<file path="src/rtl/hydra_strand_driver.sv">
// LED strand serialiser: WS2801 (clock + data) or WS2811 (single-wire NRZ), pixels read from RAM.
// Walks current_idx 0..length-1, shifts each 24-bit pixel MSB first, then holds the latch gap.
module hydra_strand_driver #(
  parameter int MEM_DATA_WIDTH     = 24,
  parameter int STRAND_PARAM_WIDTH = 16,
  parameter int WS2811_T0H         = 20,
  parameter int WS2811_T1H         = 40,
  parameter int WS2811_TBIT        = 63,
  parameter int WS2811_TRESET      = 2600,
  parameter int WS2801_THALF       = 25,
  parameter int WS2801_TLATCH      = 25000
) (
  input  logic                          clk,
  input  logic                          rst_n,
  input  logic                          ws2811_mode,
  input  logic [STRAND_PARAM_WIDTH-1:0] strand_length,
  output logic [STRAND_PARAM_WIDTH-1:0] current_idx,
  input  logic [MEM_DATA_WIDTH-1:0]     mem_data,
  input  logic                          start_frame,
  output logic                          busy,
  output logic                          done,
  output logic                          strand_clk,
  output logic                          strand_data
);

  function automatic int max2(input int a, input int b);
    return (a > b) ? a : b;
  endfunction

  localparam int TMAX = max2(max2(WS2811_TRESET, WS2801_TLATCH),
                             max2(WS2811_TBIT, 2 * WS2801_THALF));
  localparam int TW = $clog2(TMAX + 1);
  localparam int BW = (MEM_DATA_WIDTH > 1) ? $clog2(MEM_DATA_WIDTH) : 1;

  localparam logic [TW-1:0] T_2811_END   = TW'(WS2811_TBIT - 1);
  // Last bit of a non-final pixel is cut short so FETCH+LOAD fill out its low phase.
  localparam logic [TW-1:0] T_2811_SHORT = TW'(WS2811_TBIT - 3);
  localparam logic [TW-1:0] T_2801_END   = TW'(2 * WS2801_THALF - 1);
  localparam logic [TW-1:0] T_RST_END    = TW'(WS2811_TRESET - 1);
  localparam logic [TW-1:0] T_LAT_END    = TW'(WS2801_TLATCH - 1);
  localparam logic [TW-1:0] T_T0H        = TW'(WS2811_T0H);
  localparam logic [TW-1:0] T_T1H        = TW'(WS2811_T1H);
  localparam logic [TW-1:0] T_HALF       = TW'(WS2801_THALF);
  localparam logic [BW-1:0] BIT_TOP      = BW'(MEM_DATA_WIDTH - 1);

  localparam logic [2:0] S_IDLE  = 3'd0;
  localparam logic [2:0] S_FETCH = 3'd1;
  localparam logic [2:0] S_LOAD  = 3'd2;
  localparam logic [2:0] S_SHIFT = 3'd3;
  localparam logic [2:0] S_LATCH = 3'd4;
  localparam logic [2:0] S_DONE  = 3'd5;

  logic [2:0]                    state_q, state_d;
  logic                          mode_q, mode_d;
  logic [STRAND_PARAM_WIDTH-1:0] len_q, len_d;
  logic [STRAND_PARAM_WIDTH-1:0] idx_q, idx_d;
  logic [MEM_DATA_WIDTH-1:0]     sreg_q, sreg_d;
  logic [BW-1:0]                 bit_q, bit_d;
  logic [TW-1:0]                 t_q, t_d;
  logic                          busy_q, busy_d;
  logic                          done_q, done_d;
  logic                          sclk_q, sclk_d;
  logic                          sdat_q, sdat_d;

  logic last_pix;
  logic bit_end;

  always_comb begin
    state_d  = state_q;
    mode_d   = mode_q;
    len_d    = len_q;
    idx_d    = idx_q;
    sreg_d   = sreg_q;
    bit_d    = bit_q;
    t_d      = t_q;
    last_pix = (idx_q == (len_q - STRAND_PARAM_WIDTH'(1)));
    bit_end  = 1'b0;

    case (state_q)
      S_IDLE: begin
        if (start_frame) begin
          mode_d  = ws2811_mode;
          len_d   = strand_length;
          idx_d   = '0;
          t_d     = '0;
          state_d = (strand_length == '0) ? S_DONE : S_FETCH;
        end
      end
      S_FETCH: state_d = S_LOAD;
      S_LOAD: begin
        sreg_d  = mem_data;
        bit_d   = BIT_TOP;
        t_d     = '0;
        state_d = S_SHIFT;
      end
      S_SHIFT: begin
        if (mode_q) begin
          bit_end = (bit_q == '0 && !last_pix) ? (t_q == T_2811_SHORT) : (t_q == T_2811_END);
        end else begin
          bit_end = (t_q == T_2801_END);
        end
        if (bit_end) begin
          t_d = '0;
          if (bit_q == '0) begin
            if (last_pix) begin
              state_d = S_LATCH;
            end else begin
              idx_d   = idx_q + STRAND_PARAM_WIDTH'(1);
              state_d = S_FETCH;
            end
          end else begin
            bit_d  = bit_q - BW'(1);
            sreg_d = sreg_q << 1;
          end
        end else begin
          t_d = t_q + TW'(1);
        end
      end
      S_LATCH: begin
        if (t_q == (mode_q ? T_RST_END : T_LAT_END)) begin
          state_d = S_DONE;
        end else begin
          t_d = t_q + TW'(1);
        end
      end
      S_DONE:  state_d = S_IDLE;
      default: state_d = S_IDLE;
    endcase

    // Outputs are registered: derive them from the next-cycle state and timer.
    busy_d = (state_d != S_IDLE) && (state_d != S_DONE);
    done_d = (state_d == S_DONE);
    sdat_d = 1'b0;
    sclk_d = 1'b0;
    if (state_d == S_SHIFT) begin
      if (mode_d) begin
        sdat_d = (t_d < (sreg_d[MEM_DATA_WIDTH-1] ? T_T1H : T_T0H));
      end else begin
        sdat_d = sreg_d[MEM_DATA_WIDTH-1];
        sclk_d = (t_d >= T_HALF);
      end
    end
  end

  always_ff @(posedge clk or negedge rst_n) begin
    if (!rst_n) begin
      state_q <= S_IDLE;
      mode_q  <= 1'b0;
      len_q   <= '0;
      idx_q   <= '0;
      sreg_q  <= '0;
      bit_q   <= '0;
      t_q     <= '0;
      busy_q  <= 1'b0;
      done_q  <= 1'b0;
      sclk_q  <= 1'b0;
      sdat_q  <= 1'b0;
    end else begin
      state_q <= state_d;
      mode_q  <= mode_d;
      len_q   <= len_d;
      idx_q   <= idx_d;
      sreg_q  <= sreg_d;
      bit_q   <= bit_d;
      t_q     <= t_d;
      busy_q  <= busy_d;
      done_q  <= done_d;
      sclk_q  <= sclk_d;
      sdat_q  <= sdat_d;
    end
  end

  assign current_idx = idx_q;
  assign busy        = busy_q;
  assign done        = done_q;
  assign strand_clk  = sclk_q;
  assign strand_data = sdat_q;

endmodule

</file>
<file path="config.mk">
export PLATFORM = sky130hd
export DESIGN_NAME = hydra_strand_driver
export DESIGN_NICKNAME = d
export VERILOG_FILES = /design/src/rtl/hydra_strand_driver.sv
export SDC_FILE = /design/constraint.sdc
export NUM_CORES = 1
export LEC_CHECK = 0
export CORE_ASPECT_RATIO = 0.5
export CORE_UTILIZATION = 32
export DETAILED_ROUTE_END_ITERATION = 10
export PLACE_DENSITY_LB_ADDON = 0.2
export SLEW_MARGIN = 20
export SYNTH_ARGS = -nofsm -noshare
export SYNTH_HDL_FRONTEND = slang
export SYNTH_SLANG_ARGS = --single-unit
</file>
<file path="constraint.sdc">
create_clock -name clk -period 7.25 [get_ports clk]
set_input_delay 0.725 -clock clk [delete_from_list [all_inputs] [get_ports clk]]
set_output_delay 0.725 -clock clk [all_outputs]
set_load 0.01 [all_outputs]
</file>
-- Word level (Yosys, flattened, before mapping)
Index checks and enable logic that the tools add are counted.
- $add $sub $neg: 4
- magnitude comparators: 2
- equal/unequal tests: 17
- multiplexer cells: 33
- reductions and logical operators: 12
- operator list (cell ; count):
    16-bit 2-to-1 mux ; 4
    15-bit 2-to-1 mux ; 4
    15-bit one-hot mux with 4 select lines ; 1
    24-bit 2-to-1 mux ; 2
    24-bit one-hot mux with 2 select lines ; 1
    15-bit by 6-bit == test with 1-bit output (second input constant) ; 3
    16-bit one-hot mux with 2 select lines ; 1
    3-bit 2-to-1 mux ; 6
    16-bit by 1-bit adder with 16-bit output (second input constant) ; 1
    16-bit == test ; 1
    16-bit logical NOT ; 1
    16-bit by 1-bit subtractor with 16-bit output (second input constant) ; 1
    15-bit by 1-bit adder with 15-bit output (second input constant) ; 1
    15-bit == test ; 1
    15-bit by 5-bit >= comparator with 1-bit output (second input constant) ; 1
    15-bit by 6-bit < comparator with 1-bit output ; 1
    3-bit one-hot mux with 5 select lines ; 1
    5-bit 2-to-1 mux ; 2
    2-bit inequality test (second input constant) ; 5
    5-bit one-hot mux with 2 select lines ; 1
    3-bit by 2-bit == test with 1-bit output (second input constant) ; 3
    1-bit 2-to-1 mux ; 9
    3-bit == test (second input constant) ; 2
    6-bit 2-to-1 mux ; 1
    12 further kinds ; 14
- flip-flop bits (word level): 84
- input bits: 44
- output and inout port bits: 20
- logic and storage cells: 80

-- Longest topological paths before layout
Gate-level depths: netlist (run 1).
- word-level depth: 13
- gate-level depth with buffers: 16

-- Worst setup path after synthesis (run 1)
No wires, ideal clock.
- path kind: register -> register
- from: register len_q[2]
- to: register sdat_q, in the netlist strand_data
- library setup time: 0.083 ns
- data arrival time: 3.741 ns
- data required time: 7.167 ns
- setup slack: 3.426 ns
- stages on the path, launching flop included: 16
- period minus slack after synthesis: 3.824 ns
- cell sequence: dfrtp_1 > clkbuf_1 > nor4_2 > nand4_1 > xnor2_1 > a2111oi_0 > and4bb_4 > o211a_1 > buf_6 > clkbuf_1 > o21ai_0 > ha_1 > a21o_1 > a21oi_1 > o2111ai_1 > o21ai_0
- elaborated cells between the ends (all ways): 20
- RTL lines (element ; RTL line ; text):
    from (decl) ; 55 ; logic [STRAND_PARAM_WIDTH-1:0] len_q, len_d;
    from (signal assigned) ; 161 ; len_q <= len_d;
    16-bit by 1-bit subtractor with 16-bit output ; 76 ; last_pix = (idx_q == (len_q - STRAND_PARAM_WIDTH'(1)));
    16-bit == test ; 76 ;
    1-bit logical NOT ; 98 ; bit_end = (bit_q == '0 && !last_pix) ? (t_q == T_2811_SHORT) : (t_q == T_2811_END);
    1-bit logical AND ; 98 ;
    1-bit 2-to-1 mux ; 98 ;
    1-bit 2-to-1 mux ; 97 ; if (mode_q) begin
    1-bit 2-to-1 mux ; 79 ; case (state_q)
    15-bit 2-to-1 mux ; 102 ; if (bit_end) begin
    15-bit one-hot mux with 4 select lines ; 79 ;
    via t_d[4] ; 59 ; logic [TW-1:0] t_q, t_d;
    15-bit by 6-bit < comparator with 1-bit output ; 137 ; sdat_d = (t_d < (sreg_d[MEM_DATA_WIDTH-1] ? T_T1H : T_T0H));
    1-bit 2-to-1 mux ; 136 ; if (mode_d) begin
    1-bit 2-to-1 mux ; 135 ; if (state_d == S_SHIFT) begin
    via sdat_d ; 63 ; logic sdat_q, sdat_d;
    to (signal assigned) ; 169 ; sdat_q <= sdat_d;
    to (decl) ; 63 ;
The timed path passes the listed nets, and every way through them passes these cells. The select of a mux whose other input is x is not followed.
A chain may end at the register's enable or synchronous reset.

-- Worst setup path after layout (run 1)
- from: register len_q[4]
- to: register sclk_q, in the netlist strand_clk
- longest elaborated chain between the ends: 12
- elaborated cells between the ends (all ways): 17
- ends and longest elaborated chain (element ; RTL line ; text):
    16-bit by 1-bit subtractor with 16-bit output ; 76 ;
    16-bit == test ; 76 ;
    1-bit logical NOT ; 98 ;
    1-bit logical AND ; 98 ;
    1-bit 2-to-1 mux ; 98 ;
    1-bit 2-to-1 mux ; 97 ;
    1-bit 2-to-1 mux ; 79 ;
    15-bit 2-to-1 mux ; 102 ;
    15-bit one-hot mux with 4 select lines ; 79 ;
    via t_d[6] ; 59 ;
    15-bit by 5-bit >= comparator with 1-bit output ; 140 ; sclk_d = (t_d >= T_HALF);
    1-bit 2-to-1 mux ; 136 ;
    1-bit 2-to-1 mux ; 135 ;
    via sclk_d ; 62 ; logic sclk_q, sclk_d;
    to (signal assigned) ; 168 ; sclk_q <= sclk_d;
    to (decl) ; 62 ;
The timed path passes the listed nets, and every way through them passes these cells. The select of a mux whose other input is x is not followed.

==> impl_metrics.py, run 1 <==
metrics = {
    "status": {
        "outcome": "complete, no violations",
    },
    "run": {
        "maxCapViolCount": 0,
    },
    "sta": {
        "rsz0062_at_grt": "false",
        "min_period_over_period_pct": 62.8,
        "fin_setup_tns_ns": 0,
        "slew_headroom_pct": 36.6,
        "finalMaxSlewViolations": 0,
        "worst_pin_slew_ns": 0.943,
        "min_period_ns": 4.56,
        "finalSetupViolations": 0,
        "fmax_mhz": 220,
        "skew_ns": 0.0102,
        "hold_viol": 0,
        "setup_ws_ns": 2.69,
    },
    "yosys": {
        "yosys_warnings": 0,
        "syn_nets": 591,
        "synth_seq_cells": 84,
        "synth.distinct_cells": 62,
        "netlist.area_leader.share_pct": 43.0,
        "synth.largest_area_cell": "dfrtp_1",
        "synthFlopType": "dfrtp_1",
        "synth_area_leaders": "dfrtp_1 (43%), o22ai_1 (6.0%), xor2_1 (3.9%)",
        "seq_area_frac_synth_pct": 43.0,
        "netlist_area_um2": 4880,
        "synth.top_cells.by_count": "dfrtp_1 (84), o22ai_1 (47), nand2_1 (40)",
        "netlist_instances": 540,
        "synth-edff-count": 0,
        "avgSynthCellArea_um2": 9.05,
        "synth_most_common_cell": "dfrtp_1",
        "async_flop_share_pct": 100,
    },
    "placed_design": {
        "place_congestion": 0.862,
        "hpwlAfterDp_um": 8950,
        "place.port_buffers": 63,
        "post-place-ws_ns": 2.68,
    },
    "cts": {
        "clock_path_buffers": 2,
        "cts_hold_buf": 0,
        "postCtsSetupBuffers": 0,
        "cts_root_buffer": "clkbuf_16",
        "clock_sinks": 84,
        "clock_latency_ns": 0.34,
        "cts_buffers": 9,
        "cts-resized-gates": 0,
        "cts_tree": "built",
        "clk_pin_slew_worst_paths_ns": 0.06,
        "htree_num_levels": 3,
    },
    "drt": {
        "drt-initial-drc-count": 281,
        "vias": 4302,
        "drc": 0,
        "vias_per_cell": 5.47,
        "drt-total-wl_um": 12800,
        "ant_nets": 0,
        "firstDrtPassIters": 4,
        "wl_per_cell_um": 16.2,
    },
    "critical_path": {
        "cp.required_ns": 7.47,
        "cp_num_buf_inv": 0,
        "path_cells": "nor3_1, nand4_1, xnor2_1, a2111oi_0, and4bb_4, o211a_1, o21ai_0, a21o_1, or4_4, o311a_1",
        "crit_path_end_kind": "flip-flop",
        "r2r_cells": 10,
        "start_kind": "flip-flop",
        "path_max_fanout": 21,
        "rrSetupSlack_ns": 2.69,
        "critPathMaxStageDelay_ns": 0.80,
        "r2r-end": "strand_clk",
        "crit_family": "simple AND/OR/NAND/NOR gates",
        "reg2reg_from": "len_q[4]",
        "critPathKind": "flip-flop to flip-flop",
        "cpMaxStageDelayCell": "nor3_1",
        "worstPathArrival_ns": 4.77,
    },
    "final_layout": {
        "antenna_cells": 0,
        "areaGrowthSynthToFinish_pct": 22.8,
        "drive_above_1_share_pct": 7.82,
        "fillers": 1456,
        "nets": 634,
    },
    "floorplanning": {
        "core_area_um2": 14700,
        "dieArea_um2": 15800,
        "pin_count": 64,
        "chipHeight_um": 89.4,
        "row_count": 31,
        "fp.dieW_um": 177,
        "start_util_pct": 33.2,
    },
    "global_route": {
        "grt_util_met1_pct": 23.5,
        "grt_pass1_wl_um": 21200,
        "gr-usage-met3_pct": 4.38,
        "grtUsageMet2_pct": 26.7,
        "track_usage_pct": 17.0,
        "grt_overflow": 0,
        "grt_pass1_vias": 4073,
        "grt_max_degree": 74,
        "antenna_found_initial": 0,
        "busiest_layer": "met2",
    },
    "power": {
        "p_leak_nw": 2.40,
        "peakVddDrop_v": 0.000111,
        "power_density_nw_per_um2": 300,
    },
    "worst_hold_path": {
        "hold_class": "primary input to async pin",
    },
}
where the power goes:
part / leakage [nW] / switching [mW] / internal (mW)
Clock: 0.160 / 0.182 / 0.322
Sequential: 1.04 / 0.166 / 0.611
Combinational: 1.20 / 0.242 / 0.276
area by class of cell:
| type | count | area [µm²] | area share [%] |
|---|---|---|---|
| inverter | 14 | 52.6 | 0.876 |
| tap | 198 | 248 | 4.13 |
| sequential | 84 | 2100 | 35.1 |
| clock buffer | 13 | 260 | 4.34 |
| multi-input combinational | 405 | 2590 | 43.2 |
| clock inverter | 3 | 68.8 | 1.15 |
| timing repair buffer | 69 | 673 | 11.2 |
cells in the final DEF, fill, tap and decap left out, types with 3 or more instances in the layout:
cell	instances
inv_1	14
a211oi_1	4
o211a_1	3
or3_1	7
a31oi_1	3
a21o_1	6
and2_1	3
a221o_1	3
nor3b_1	3
o22ai_1	47
nand2b_1	4
o21ai_0	32
nor2_1	34
nand2_1	40
xor2_1	22
o31ai_1	3
nor4_1	10
a21oi_1	34
nor3_1	15
clkdlybuf4s50_1	62
mux2_2	14
ha_1	7
nor2b_1	3
dfrtp_1	84
xnor2_1	15
nand4_1	16
clkbuf_16	9
buf_4	7
nand3_1	20
and3_1	10
layer usage:
metal  vias up  wire length (µm)
li1       2107                 -
met1      2078              6450
met2       105              5560
met3        12               604
met4         0               140
met5         -                 0
worst reg2reg max path, delay by kind of cell, from the launching register on:
| kind | cells | cell delay [ns] |
|---|---|---|
| simple gates | 4 | 1.93 |
| compound gates | 5 | 1.89 |
| flops | 1 | 0.44 |
| xor+xnor | 1 | 0.18 |
through the flow:
stage	std cells	hold WS, ns	instance area (µm²)	utilization [%]	power, mW
detailed placement	770	0.492	5670	38.6	1.30
global placement	770	0.493	5670	38.6	1.28
floorplan	540	0.429	4880	-	1.14
finish	786	0.219	6000	40.8	1.80
global route	786	0.204	6000	40.8	1.93
CTS	786	0.210	6000	40.8	1.81
how the worst max path moves through the flow:
stage | slack (ns) | cells after the start | from | end
after floorplan | 3.43 | 15 | len_q[2] | strand_data
after global placement | 2.82 | 10 | len_q[4] | strand_clk
after detailed placement | 2.68 | 10 | len_q[4] | strand_clk
after CTS | 2.68 | 10 | len_q[4] | strand_clk
after global routing | 2.28 | 12 | len_q[4] | strand_data
final | 2.69 | 10 | len_q[4] | strand_clk
state kept, by name, indices dropped and copies added, names as in the netlist:
name / count
sreg_q: 24
current_idx: 16
len_q: 16
t_q: 15
bit_q: 5
state_q: 3
busy: 1
done: 1
mode_q: 1
strand_clk: 1
strand_data: 1
logic make-up (layout without fill, tap and decap cells):
kind of cell,after synthesis,in the layout,synth area share [%]
fa+ha+maj,7,7,1.79
compound gates,160,160,20.6
flops,84,84,43.0
buf+inv,51,99,4.12
mux,16,16,3.64
xor+xnor,37,37,6.63
simple gates,185,185,20.2
No activity file was read; power rests on OpenSTA's default activity.
==> run 2, diff against run 1 <==
==> constraint.sdc (replaced) <==
create_clock -name clk -period 4.1 [get_ports clk]
set_input_delay 0.41 -clock clk [delete_from_list [all_inputs] [get_ports clk]]
set_output_delay 0.41 -clock clk [all_outputs]
set_load 0.01 [all_outputs]
==> run 2 against run 1 <==
  * Count of clock-buffer cells in the layout fell by 3
  * Die area is the same
  * Sequential power rose by 75%
  * First-iteration DRC count increased by 3.9%
  * Largest power group unchanged
  * Critical path type unchanged
  * Critical path depth increased by 2
  * Fmax up 18%
==> impl_metrics.py, run 2 (synthesized netlist as in run 1, its figures left out) <==
metrics = {
    "final_layout": {
        "largest_reg_flops": 24,
        "areaGrowthSynthToFinish_pct": 25.6,
        "antenna_cells": 0,
        "largest-register": "sreg_q",
        "most-common-layout-cells": "dfrtp_1 (84), clkdlybuf4s50_1 (62), o22ai_1 (47), nand2_1 (40)",
        "fin_util_pct": 41.7,
        "drive_above_1_share_pct": 10.8,
        "final_common_cell": "dfrtp_1",
        "nets": 647,
    },
    "cts": {
        "postCtsSetupBuffers": 0,
        "clock_latency_ns": 0.34,
        "clock_sinks": 84,
        "clk_pin_slew_worst_paths_ns": 0.07,
        "clock_path_buffers": 2,
        "cts_hold_buf": 0,
        "cts_root_buffer": "clkbuf_16",
        "htree_num_levels": 3,
        "cts_tree": "built",
        "cts_buffers": 9,
    },
    "floorplanning": {
        "row_count": 31,
        "pin_count": 64,
        "chipHeight_um": 89.4,
        "start_util_pct": 33.2,
        "fp.dieW_um": 177,
        "core_area_um2": 14700,
        "dieArea_um2": 15800,
    },
    "critical_path": {
        "path_cells": "inv_1, ha_1, nand2_1, or4_1, a2111oi_1, buf_4, and4bb_4, o211a_2, o21ai_0, a21o_1, or4_4, o311a_1",
        "path_max_fanout": 12,
        "cp_num_buf_inv": 2,
        "rrSetupSlack_ns": 0.25,
        "worstPathArrival_ns": 4.07,
        "critPathKind": "flip-flop to flip-flop",
        "critPathMaxStageDelay_ns": 0.53,
        "crit_path_end_kind": "flip-flop",
        "crit_family": "compound AO/OA/AOI/OAI gates",
        "cpMaxStageDelayCell": "or4_4",
        "start_kind": "flip-flop",
        "cp.required_ns": 4.32,
    },
    "sta": {
        "fin_setup_tns_ns": 0,
        "min_period_over_period_pct": 94.0,
        "hold_viol": 0,
        "finalMaxSlewViolations": 0,
        "min_period_ns": 3.85,
        "setup_ws_ns": 0.247,
        "worst_pin_slew_ns": 0.699,
        "skew_ns": 0.0113,
        "finalSetupViolations": 0,
        "fmax_mhz": 260,
        "slew_headroom_pct": 53.4,
        "hold_slack_ns": 0.104,
    },
    "global_route": {
        "antenna_found_initial": 0,
        "grt_overflow": 0,
        "track_usage_pct": 17.4,
        "grt_pass1_wl_um": 21400,
        "grt_pass1_vias": 3995,
        "grt_max_degree": 53,
    },
    "status": {
        "outcome": "complete, no violations",
    },
    "run": {
        "maxCapViolCount": 0,
    },
    "placed_design": {
        "place.port_buffers": 63,
        "post-place-ws_ns": 0.0830,
        "place_congestion": 0.819,
        "hpwlAfterDp_um": 9020,
    },
    "drt": {
        "drc": 0,
        "vias_per_cell": 5.46,
        "wl_per_cell_um": 16.2,
        "drt-initial-drc-count": 292,
        "drt-total-wl_um": 13000,
        "ant_nets": 0,
        "firstDrtPassIters": 5,
        "vias": 4360,
    },
    "power": {
        "peakVddDrop_v": 0.000238,
        "power_density_nw_per_um2": 536,
        "p_leak_nw": 2.47,
        "finalPower_mw": 3.29,
    },
    "worst_hold_path": {
        "hold_class": "primary input to async pin",
    },
}
[run 2: routing by layer]
metal  part of all wire [%]  wire length, µm  global-route usage [%]
met1                     51             6650                    25.2
met2                     43             5570                    26.6
met3                    5.1              659                    3.74
met4                   0.68               88                    3.76
met5                      0                0                       0
[run 2: report_power, final]
group          switching (mW)  internal (mW)  leakage, nW
clock network           0.341          0.612        0.169
logic                   0.455          0.518         1.26
registers               0.283           1.08         1.04
[run 2: through the flow]
stage | instance area (µm²) | instances
5_1_grt | 6130 | 799
6_report | 6130 | 799
3_3_place_gp | 5770 | 783
2_1_floorplan | 4880 | 540
3_5_place_dp | 5770 | 783
4_1_cts | 6120 | 799
[run 2: final cells by class]
| class | count | area (µm²) |
|---|---|---|
| inverters | 14 | 52.6 |
| clock inverters | 6 | 111 |
| repair buffers | 82 | 771 |
| flip-flops and latches | 84 | 2100 |
| multi-input cells | 405 | 2610 |
| clock buffers | 10 | 239 |
| well taps | 198 | 248 |
| fillers | 1442 | 8570 |
[run 2: final timing paths]
kind	from	to	cells past startpoint
min in group clk	bit_q[4]	bit_q[4]	2
max in group asynchronous	rst_n	len_q[14]	2
max	len_q[0]	strand_clk	12
max reg2reg	len_q[0]	strand_clk	12
min reg2reg	bit_q[4]	bit_q[4]	2
min	rst_n	sreg_q[17]	1
[run 2: repair_timing]
item                                   CTS  global route
setup endpoints to repair                0             2
endpoints found under the hold margin    0             0
gates resized for setup                  0             6
[run 2: worst reg2reg max path, cell delays in order (launching register included)]
cell and delay, ns:
dfrtp_1 0.43, inv_1 0.09, ha_1 0.27, nand2_1 0.07
or4_1 0.40, a2111oi_1 0.49, buf_4 0.20, and4bb_4 0.23
o211a_2 0.33, o21ai_0 0.14, a21o_1 0.21, or4_4 0.53
o311a_1 0.34
==> run 3, diff against run 2 <==
--- a/config.mk
+++ b/config.mk
@@ -8,8 +8,11 @@
 export CORE_ASPECT_RATIO = 0.5
 export CORE_UTILIZATION = 32
 export DETAILED_ROUTE_END_ITERATION = 10
+export HOLD_SLACK_MARGIN = 0.02
 export PLACE_DENSITY_LB_ADDON = 0.2
+export REMOVE_ABC_BUFFERS = 1
 export SLEW_MARGIN = 20
 export SYNTH_ARGS = -nofsm -noshare
 export SYNTH_HDL_FRONTEND = slang
 export SYNTH_SLANG_ARGS = --single-unit
+export TNS_END_PERCENT = 10
==> run 3 against run 2 <==
  * Clock power down 11%
  * Register-to-register slack about the same
  * Non-clock buffer count down 3
==> impl_metrics.py, run 3 (synthesized netlist as in run 1, its figures left out) <==
metrics = {
    "status": {
        "outcome": "complete, no violations",
    },
    "critical_path": {
        "cp.required_ns": 4.32,
        "crit_path_end_kind": "flip-flop",
        "critPathKind": "flip-flop to flip-flop",
        "path_max_fanout": 21,
        "worstPathArrival_ns": 4.07,
        "start_kind": "flip-flop",
    },
    "floorplanning": {
        "row_count": 31,
        "pin_count": 64,
        "start_util_pct": 33.2,
        "core_area_um2": 14700,
        "fp.dieW_um": 177,
        "dieArea_um2": 15800,
        "chipHeight_um": 89.4,
    },
    "final_layout": {
        "final_area_um2": 6070,
        "nets": 644,
        "largest_reg_flops": 24,
        "final_common_cell": "dfrtp_1",
        "drive_above_1_share_pct": 9.87,
        "final_cells": 796,
        "most-common-layout-cells": "dfrtp_1 (84), clkdlybuf4s50_1 (62), o22ai_1 (47), nand2_1 (40)",
        "areaGrowthSynthToFinish_pct": 24.2,
        "antenna_cells": 0,
        "largest-register": "sreg_q",
    },
    "global_route": {
        "grt_pass1_wl_um": 21400,
        "grt_max_degree": 56,
        "antenna_found_initial": 0,
        "track_usage_pct": 17.2,
        "grt_overflow": 0,
        "grt_pass1_vias": 4081,
    },
    "power": {
        "combinationalPowerShare_pct": 30.3,
        "p_int_mw": 2.07,
        "p_seq_share_pct": 42.9,
        "power.share.clock_pct": 26.8,
        "p_leak_nw": 2.44,
        "switchingPower_mw": 1.10,
        "sw_frac_of_total_pct": 34.7,
        "finalPower_mw": 3.17,
        "peakVddDrop_v": 0.000211,
        "power_density_nw_per_um2": 523,
    },
    "drt": {
        "wl_per_cell_um": 16.2,
        "drt-total-wl_um": 12900,
        "vias_per_cell": 5.50,
        "ant_nets": 0,
        "drt-initial-drc-count": 281,
        "drc": 0,
        "vias": 4375,
        "firstDrtPassIters": 4,
    },
    "placed_design": {
        "dp.cells": 780,
        "placed_area_um2": 5760,
        "place_congestion": 0.820,
        "hpwlAfterDp_um": 8900,
        "place.port_buffers": 63,
    },
    "sta": {
        "fin_setup_tns_ns": 0,
        "skew_ns": 0.0139,
        "finalSetupViolations": 0,
        "slew_headroom_pct": 51.0,
        "finalMaxSlewViolations": 0,
        "min_period_ns": 3.84,
        "hold_viol": 0,
        "fmax_mhz": 260,
        "min_period_over_period_pct": 93.7,
        "rsz0062_at_grt": "false",
        "worst_pin_slew_ns": 0.734,
    },
    "cts": {
        "clk_pin_slew_worst_paths_ns": 0.07,
        "clock_path_buffers": 2,
        "cts-resized-gates": 0,
        "clock_sinks": 84,
        "clock_latency_ns": 0.35,
        "cts_buffers": 9,
        "cts_root_buffer": "clkbuf_16",
        "htree_num_levels": 3,
        "cts_hold_buf": 0,
        "postCtsSetupBuffers": 0,
        "cts_tree": "built",
    },
    "worst_hold_path": {
        "hold_class": "primary input to async pin",
    },
    "run": {
        "maxCapViolCount": 0,
    },
}
-- run 3: metrics by stage --
| step | worst slack, ns | utilization (%) | hold WS, ns |
|---|---|---|---|
| after detailed placement | 0.190 | 39.2 | 0.490 |
| after CTS | 0.138 | 41.2 | 0.146 |
| after global placement | 0.291 | 39.2 | 0.479 |
| final | 0.257 | 41.3 | 0.109 |
| after floorplan | -1.42 | - | 0.114 |
| after global routing | 0.00800 | 41.3 | 0.171 |
-- run 3: power groups by stage --
stage | clock, mW | sequential, mW | combinational [mW]
6_report | 0.851 | 1.36 | 0.961
5_1_grt | 0.909 | 1.41 | 1.08
4_1_cts | 0.874 | 1.36 | 0.964
3_5_place_dp | 0 | 1.37 | 0.958
3_3_place_gp | 0 | 1.37 | 0.940
2_1_floorplan | 0 | 1.31 | 0.691
-- run 3: worst max-delay path, cell delays in order, from the launching register on --
cell and delay [ns]:
dfrtp_1 0.43, or4_4 0.53, or4_1 0.51, a21o_1 0.21, and2_0 0.14, and4bb_4 0.34
o211a_1 0.20, buf_12 0.16, o21ai_0 0.09, a21o_1 0.22, or4_4 0.52, o311a_1 0.36
-- run 3: area by class of cell --
cell class,instances,area (µm²)
clock buffer,9,225
clock inverter,7,81.3
fill,1482,8630
inverter,14,52.6
multi-input combinational,405,2600
sequential,84,2100
tap,198,248
timing repair buffer,79,761
-- run 3: layer usage --
layer	vias to the layer above	global-route usage, %	wire, µm
met2	92	25.9	5610
li1	2126	-	-
met5	-	0	0
met4	0	4.62	144
met1	2140	24.8	6570
met3	17	3.91	552
-- run 3: final timing paths --
check / slack, ns / cells past startpoint / from / to
max: 0.26 / 11 / len_q[0] / strand_clk
min: 0.11 / 1 / rst_n / sreg_q[10]
max reg2reg: 0.26 / 11 / len_q[0] / strand_clk
min reg2reg: 0.50 / 1 / sreg_q[0] / sreg_q[0]
max in group asynchronous: 3.05 / 2 / rst_n / t_q[5]
min in group clk: 0.50 / 1 / sreg_q[0] / sreg_q[0]
